===== src/rtl/cache_refill_engine.sv =====
// Cache miss/eviction engine: optional write-back of a dirty victim followed by an
// optional refill read, against a flop-based 64x32 backing store with fixed latency.
module cache_refill_engine #(
    parameter int unsigned MEM_LATENCY = 3
) (
    input  logic        clk,
    input  logic        rst_n,
    input  logic        miss_valid,
    output logic        miss_ready,
    input  logic [5:0]  miss_addr,
    input  logic        fill_en,
    input  logic        wb_en,
    input  logic [5:0]  wb_addr,
    input  logic [31:0] wb_data,
    output logic        fill_valid,
    output logic [31:0] fill_data,
    output logic [5:0]  fill_addr
);

    localparam int unsigned DEPTH  = 64;
    localparam int unsigned DATA_W = 32;
    localparam int unsigned CNT_W  = 4;

    localparam logic [CNT_W-1:0]  LAT_M1    = CNT_W'(MEM_LATENCY - 1);
    localparam logic [DATA_W-1:0] STORE_RST = 32'hDEADBE00;

    localparam logic [1:0] IDLE = 2'd0;
    localparam logic [1:0] WB   = 2'd1;
    localparam logic [1:0] RD   = 2'd2;
    localparam logic [1:0] DONE = 2'd3;

    logic [1:0]        state;
    logic [1:0]        state_nxt;
    logic [CNT_W-1:0]  cnt;
    logic [CNT_W-1:0]  cnt_nxt;
    logic              accept_c;
    logic              wb_write_c;
    logic              rd_load_c;

    logic              cap_fill;
    logic              cap_wb;
    logic [5:0]        cap_wb_addr;
    logic [DATA_W-1:0] cap_wb_data;

    logic [DATA_W-1:0] store [DEPTH];

    // State and latency counter
    always_ff @(posedge clk or negedge rst_n) begin
        if (!rst_n) begin
            state <= IDLE;
            cnt   <= '0;
        end else begin
            state <= state_nxt;
            cnt   <= cnt_nxt;
        end
    end

    // Next-state, counter and store-strobe decode
    always_comb begin
        state_nxt  = state;
        cnt_nxt    = cnt;
        accept_c   = 1'b0;
        wb_write_c = 1'b0;
        rd_load_c  = 1'b0;
        case (state)
            IDLE: begin
                if (miss_valid) begin
                    accept_c = 1'b1;
                    if (wb_en) begin
                        state_nxt = WB;
                        cnt_nxt   = LAT_M1;
                    end else if (fill_en) begin
                        state_nxt = RD;
                        cnt_nxt   = LAT_M1;
                    end else begin
                        state_nxt = DONE;
                    end
                end
            end
            WB: begin
                if (cnt == '0) begin
                    wb_write_c = 1'b1;
                    if (cap_fill) begin
                        state_nxt = RD;
                        cnt_nxt   = LAT_M1;
                    end else begin
                        state_nxt = DONE;
                    end
                end else begin
                    cnt_nxt = cnt - CNT_W'(1);
                end
            end
            RD: begin
                if (cnt == '0) begin
                    rd_load_c = 1'b1;
                    state_nxt = DONE;
                end else begin
                    cnt_nxt = cnt - CNT_W'(1);
                end
            end
            DONE: begin
                state_nxt = IDLE;
            end
            default: begin
                state_nxt = IDLE;
            end
        endcase
    end

    // Request capture; fill_addr doubles as the captured miss address
    always_ff @(posedge clk or negedge rst_n) begin
        if (!rst_n) begin
            cap_fill    <= 1'b0;
            cap_wb      <= 1'b0;
            cap_wb_addr <= '0;
            cap_wb_data <= '0;
            fill_addr   <= '0;
        end else if (accept_c) begin
            cap_fill    <= fill_en;
            cap_wb      <= wb_en;
            cap_wb_addr <= wb_addr;
            cap_wb_data <= wb_data;
            fill_addr   <= miss_addr;
        end
    end

    // Registered handshake/completion outputs, decoded from the next state
    always_ff @(posedge clk or negedge rst_n) begin
        if (!rst_n) begin
            miss_ready <= 1'b1;
            fill_valid <= 1'b0;
        end else begin
            miss_ready <= (state_nxt == IDLE);
            fill_valid <= (state_nxt == DONE);
        end
    end

    // Refill data holds between reads
    always_ff @(posedge clk or negedge rst_n) begin
        if (!rst_n) begin
            fill_data <= '0;
        end else if (rd_load_c) begin
            fill_data <= store[fill_addr];
        end
    end

    // Backing store; reset pattern tags each word with its own index
    always_ff @(posedge clk or negedge rst_n) begin
        if (!rst_n) begin
            for (int i = 0; i < DEPTH; i++) begin
                store[i] <= STORE_RST | DATA_W'(i);
            end
        end else if (wb_write_c && cap_wb) begin
            store[cap_wb_addr] <= cap_wb_data;
        end
    end

endmodule


===== config.mk =====
export PLATFORM = sky130hd
export DESIGN_NAME = cache_refill_engine
export DESIGN_NICKNAME = d
export VERILOG_FILES = /design/src/rtl/cache_refill_engine.sv
export SDC_FILE = /design/constraint.sdc
export NUM_CORES = 2
export LEC_CHECK = 0
export BUFFER_PORTS_ARGS = -buffer_cell sky130_fd_sc_hd__buf_2
export CAP_MARGIN = 20
export CORE_UTILIZATION = 40
export DETAILED_ROUTE_END_ITERATION = 10
export PLACE_DENSITY = 0.55
export SLEW_MARGIN = 15
export SYNTH_ARGS = -nofsm -noshare
export SYNTH_HDL_FRONTEND = slang
export SYNTH_SLANG_ARGS = --single-unit

===== constraint.sdc =====
create_clock -name clk -period 3.1 [get_ports clk]
set_clock_uncertainty 0.15 [all_clocks]
set_input_delay 0.465 -clock clk [delete_from_list [all_inputs] [get_ports clk]]
set_output_delay 0.465 -clock clk [all_outputs]
set_load 0.02 [all_outputs]

After elaboration in Yosys (flattened, before gate mapping):

Cells that the tools add are included.
Widths: inputs -> output; s select.

* bits in registers: 2134
* input port bits: 49
* output and inout bits: 40

* $add $sub $neg: 1
* $lt $le $gt $ge: 3
* equal/unequal tests: 8
* mux-type cells: 25
* bitwise gates (word level): 2
* reductions and logical operators: 7

Operators with widths (count)
* $bwmux 2048: 1
* $bmux 32 s6: 1
* $demux 32 s6: 1
* $mux 32: 3
* $mux 4: 6
* $ge 7x7->1 const B: 2
* $not 6->7: 2
* $pmux 4 s3: 1
* $mux 2: 4
* $pmux 2 s4: 1
* $lt 7x1->1 const B: 1
* $mux 1: 7
* $eq 2x2->1 const B: 3
* $ne 3x3->1 const B: 2
* $reduce_and 5->1: 1
* $logic_not 2->1: 2
* $logic_not 4->1: 1
* $ne 2x2->1 const B: 2
* $sub 4x1->4 const B: 1
* $reduce_bool 3->1: 1
* $eq 2x1->1 const B: 1
* $logic_and 1x1->1: 2

Depth between registers and ports, before layout:

* word-level depth: 6
* depth in mapped cells: 10
* mapped depth without buffers: 7

Worst setup path before layout:

OpenSTA, ideal clock, no wires.

* path type: flip-flop to flip-flop
* start: reg fill_addr[0]
* end: reg fill_data[20]
* setup time: 0.126 ns
* data arrival time: 2.494 ns
* data required time: 2.824 ns
* setup slack: 0.330 ns
* stages on the path, launching flop included: 8
* path buffers: 2
* period minus slack after synthesis: 2.770 ns
* cell sequence: dfrtp_1 > buf_2 > buf_1 > mux4_2 > a22oi_1 > o21ai_0 > a211o_1 > a221o_1

* cells in the longest elaborated chain, start to end: 4

RTL lines
* start: declaration: RTL line 17 `output logic [5:0] fill_addr`
* start signal: assignment: RTL line 123 `fill_addr <= miss_addr;`
* $not 6->7 (not written as such): RTL line 143 `fill_data <= store[fill_addr];`
* $bmux 32 s6: RTL line 143
* $mux 32 (not written as such) (2 in a row): RTL line 143
* end signal: assignment: RTL line 143
* end: declaration: RTL line 16 `output logic [31:0] fill_data,`

Every way passes these cells. The select of a mux whose other input is x is not followed.
A chain may end at the register's enable or synchronous reset.

Worst setup path in the final report:

* start: reg state[0]
* end: reg fill_data[12]

* cells in the longest elaborated chain, start to end: 2

RTL lines
* start: declaration: RTL line 32 `logic [1:0] state;`
* start signal: assignment: RTL line 53 `state <= state_nxt;`
* $eq 2x2->1: RTL line 65 `case (state)`
* $mux 1: RTL line 65

Every way passes these cells.

==> results.yml <==
run_status:
  outcome: "complete, but fails checks"
  violations: "setup timing"
floorplan:
  die_x_um: 496
  start_util_pct: 40.4
  die_height_um: 496
  die-area_um2: 246000
  rows: 180
  ios: 89
  core_um2: 241000
final_layout:
  drive_gt1_share_pct: 73.1
  syn2layout_area_growth_pct: 18.0
  layout.nets: 6630
  fin_area_um2: 115000
  final_cell_count_no_fill: 9976
  fillers: 20672
clock_network:
  cts_num_sinks: 2134
  cts_tree: "yes"
  path_clk_slew_ns: 0.06
  numCtsBuffers: 234
  cts_root_buf: "clkbuf_16"
  clock_latency_ns: 0.88
  clockBufferDepth: 3
  htree_levels: 4
grt:
  grtUsageTotal_pct: 23.2
  grt_max_degree: 120
  grt_pass1_vias: 60511
  grt_pass1_wl_um: 424000
  antenna_found_initial: 9
  grt_overflow: 0
timing:
  max_slew.worst_pin.slew_ns: 1.08
  timing.slew.headroom_pct: 26.2
  post-route-worst-setup-slack_ns: -0.0232
  min_period_ns: 3.12
  finalHoldViolations: 0
  rsz0062_at_grt: "true"
  timing.fmax_ghz: 0.320
  final.setup.tns_ns: -0.0232
  finalMaxSlewViolations: 0
  finalCritPeriodShare_pct: 101
  finalSetupViolations: 1
routing:
  vias_per_cell: 5.62
  dr.pass1.iters: 5
  ant_nets: 0
  wl_um: 282000
  drc: 0
  wire_per_inst_um: 28.3
  drtIter0Drc: 3450
  vias: 56092
setup_path:
  rr_startpoint: "state[0]"
  start_kind: "flip-flop"
  path_class: "flip-flop to flip-flop"
  worstPathArrival_ns: 3.79
  cp_slowest_cell: "nor4_1"
  worstSetupStartpoint: "state[0]"
  endpoint_kind: "flip-flop"
  cpPeakStageDelay_ns: 0.64
  worstPathCellList: "inv_1 > ha_1 > and3_4 > buf_4 > o211ai_1 > nor4_1 > a221o_1"
  critPathRequiredTime_ns: 3.76
  critPathMaxFanout: 16
yosys:
  synth_nets: 6379
  syn_area_per_cell_um2: 15.4
  synth_area_um2: 97500
  synth-edff-count: 0
  ys_seq_elements: 2134
  synth-warning-count: 0
  yosysSeqAreaShare_pct: 56.4
  synth_cell_types: 53
  synth_cells: 6323
  synth_ff_type: "dfstp_2"
  synth-async-reset-ratio_pct: 100
placed_design:
  gp_congestion: 0.788
  io_buffers: 88
  dpl_worst_slack_ns: -0.376
  dpl.hpwl_um: 179000
  placed_cell_area_um2: 106000
  placedCellCount: 9470
pwr:
  pwr_density_cell_nw_per_um2: 798
  total_power_uw: 91800
  p_leak_uw: 0.0496
  ir_drop_v: 0.000608
flow_run:
  cap_viol_max_count: 0
hold_path:
  hold_class: "input pin to asynchronous set/reset pin"
==> registers in the layout, indices dropped and copies added (netlist names), 2 cells and up <==
| register | cells |
|---|---|
| store | 2048 |
| cap_wb_data | 32 |
| cap_wb_addr | 6 |
| state | 2 |
| fill_addr | 6 |
| cnt | 4 |
| fill_data | 32 |
==> worst max-delay path: cells and delay by family, from the launching register on <==
kind	cells	cell delay (ns)
and+or+nand+nor	2	1.12
adders and majority gates	1	0.53
buffers and inverters	2	0.45
DFF	1	0.43
AOI/OAI and AO/OA	2	0.35
==> cell usage after synthesis (2+ instances only) <==
| master | count | area share, % |
|---|---|---|
| nand3_1 | 3 | 0.015 |
| ha_1 | 7 | 0.090 |
| or3b_1 | 3 | 0.027 |
| nand2_1 | 15 | 0.058 |
| o21ai_0 | 39 | 0.20 |
| a2111oi_0 | 32 | 0.29 |
| or2_2 | 6 | 0.039 |
| buf_4 | 22 | 0.17 |
| or3_1 | 3 | 0.019 |
| a21oi_1 | 2 | 0.010 |
| inv_1 | 6 | 0.023 |
| a211oi_1 | 96 | 0.74 |
| dfrtp_1 | 853 | 22 |
| mux2_2 | 2206 | 25 |
| nor2b_1 | 68 | 0.44 |
| a22oi_1 | 65 | 0.50 |
| nand3b_1 | 8 | 0.062 |
| nor2_2 | 24 | 0.15 |
| clkbuf_1 | 357 | 1.4 |
| a211o_1 | 31 | 0.28 |
| nor4_1 | 32 | 0.21 |
| nor2_1 | 77 | 0.30 |
| buf_1 | 28 | 0.11 |
| o22ai_1 | 161 | 1.0 |
| nor4b_1 | 2 | 0.018 |
| mux4_2 | 320 | 7.4 |
| nand2b_1 | 4 | 0.026 |
| a221o_1 | 31 | 0.32 |
| buf_2 | 249 | 1.3 |
| dfstp_2 | 1281 | 35 |
| mux2i_1 | 129 | 1.3 |
| o211ai_1 | 33 | 0.25 |
| mux2_1 | 79 | 0.91 |
| o221ai_1 | 32 | 0.29 |
==> stage by stage <==
step | util [%] | hold slack (ns)
floorplan | - | 0.0194
global placement | 43.9 | 0.311
detailed placement | 44.0 | 0.323
CTS | 47.6 | 0.0598
global route | 47.6 | 0.0904
finish | 47.6 | 0.123
==> where the power goes <==
| group | switching, uW | internal (uW) |
|---|---|---|
| combinational | 16300 | 11300 |
| sequential | 4030 | 31200 |
| clock | 11600 | 17500 |
==> final cells by class <==
class	count	area, um^2	share of cell area, %
sequential	2134	55100	47.9
multi-input combinational	3527	40300	35.0
timing repair buffer	671	7520	6.54
clock buffer	381	7400	6.43
tap	3185	3990	3.46
clock inverter	66	756	0.657
inverter	6	22.5	0.0196
antenna	6	15.0	0.0131
==> path summary, 6_finish.rpt <==
check	to	slack (ns)	cells after the start
max in group asynchronous	store[365]	1.55	4
max reg2reg	fill_data[12]	-0.02	7
min in group clk	cap_wb_data[6]	0.20	3
min reg2reg	store[1863]	0.34	1
max	fill_data[12]	-0.02	7
min	store[742]	0.12	2
==> repair_timing <==
item | 4_1_cts | 5_1_grt
setup buffers | 1 | 3
hold buffers | 48 | 0
setup endpoints to repair | 18 | 243
resized for setup | 11 | 13
endpoints found under the hold margin | 349 | 0
pin swaps | 1 | 4
cloned | 0 | 1
==> layout by cell type (no fill, tap or decap), types with 37 or more instances in the layout <==
cell type,synthesis,routed
buf_12,0,203
buf_2,249,89
clkbuf_16,0,245
nor2_4,0,62
nor2b_1,68,66
dfrtp_1,853,818
clkbuf_8,0,78
nor2_1,77,39
dfstp_2,1281,1281
buf_4,22,327
dlygate4sd3_1,0,48
mux4_2,320,320
mux2_2,2206,2206
clkbuf_1,357,59
a22oi_1,65,64
mux2i_1,129,129
mux2_1,79,79
o22ai_1,161,161
o21ai_0,39,37
clkinv_2,0,40
a211oi_1,96,96
==> cells by family (layout without fill, tap and decap cells) <==
| group | count (synthesis) | after routing | share of synthesized area, % |
|---|---|---|---|
| adder cells (fa/ha/maj) | 7 | 7 | 0.0898 |
| flip-flops | 2134 | 2134 | 56.4 |
| buffers and inverters | 662 | 1124 | 2.95 |
| AND/OR/NAND/NOR | 258 | 258 | 1.47 |
| multiplexers | 2734 | 2734 | 35.1 |
| other | 0 | 6 | 0 |
| AO/OA/AOI/OAI | 528 | 528 | 3.96 |
==> layer usage <==
| metal | GRT usage, % | up-vias | wire length [um] |
|---|---|---|---|
| met3 | 3.15 | 340 | 10400 |
| met5 | 0 | - | 0 |
| li1 | - | 23994 | - |
| met1 | 32.9 | 30829 | 130000 |
| met2 | 37.8 | 929 | 136000 |
| met4 | 5.67 | 0 | 6310 |
No activity file was read; power rests on OpenSTA's default activity.
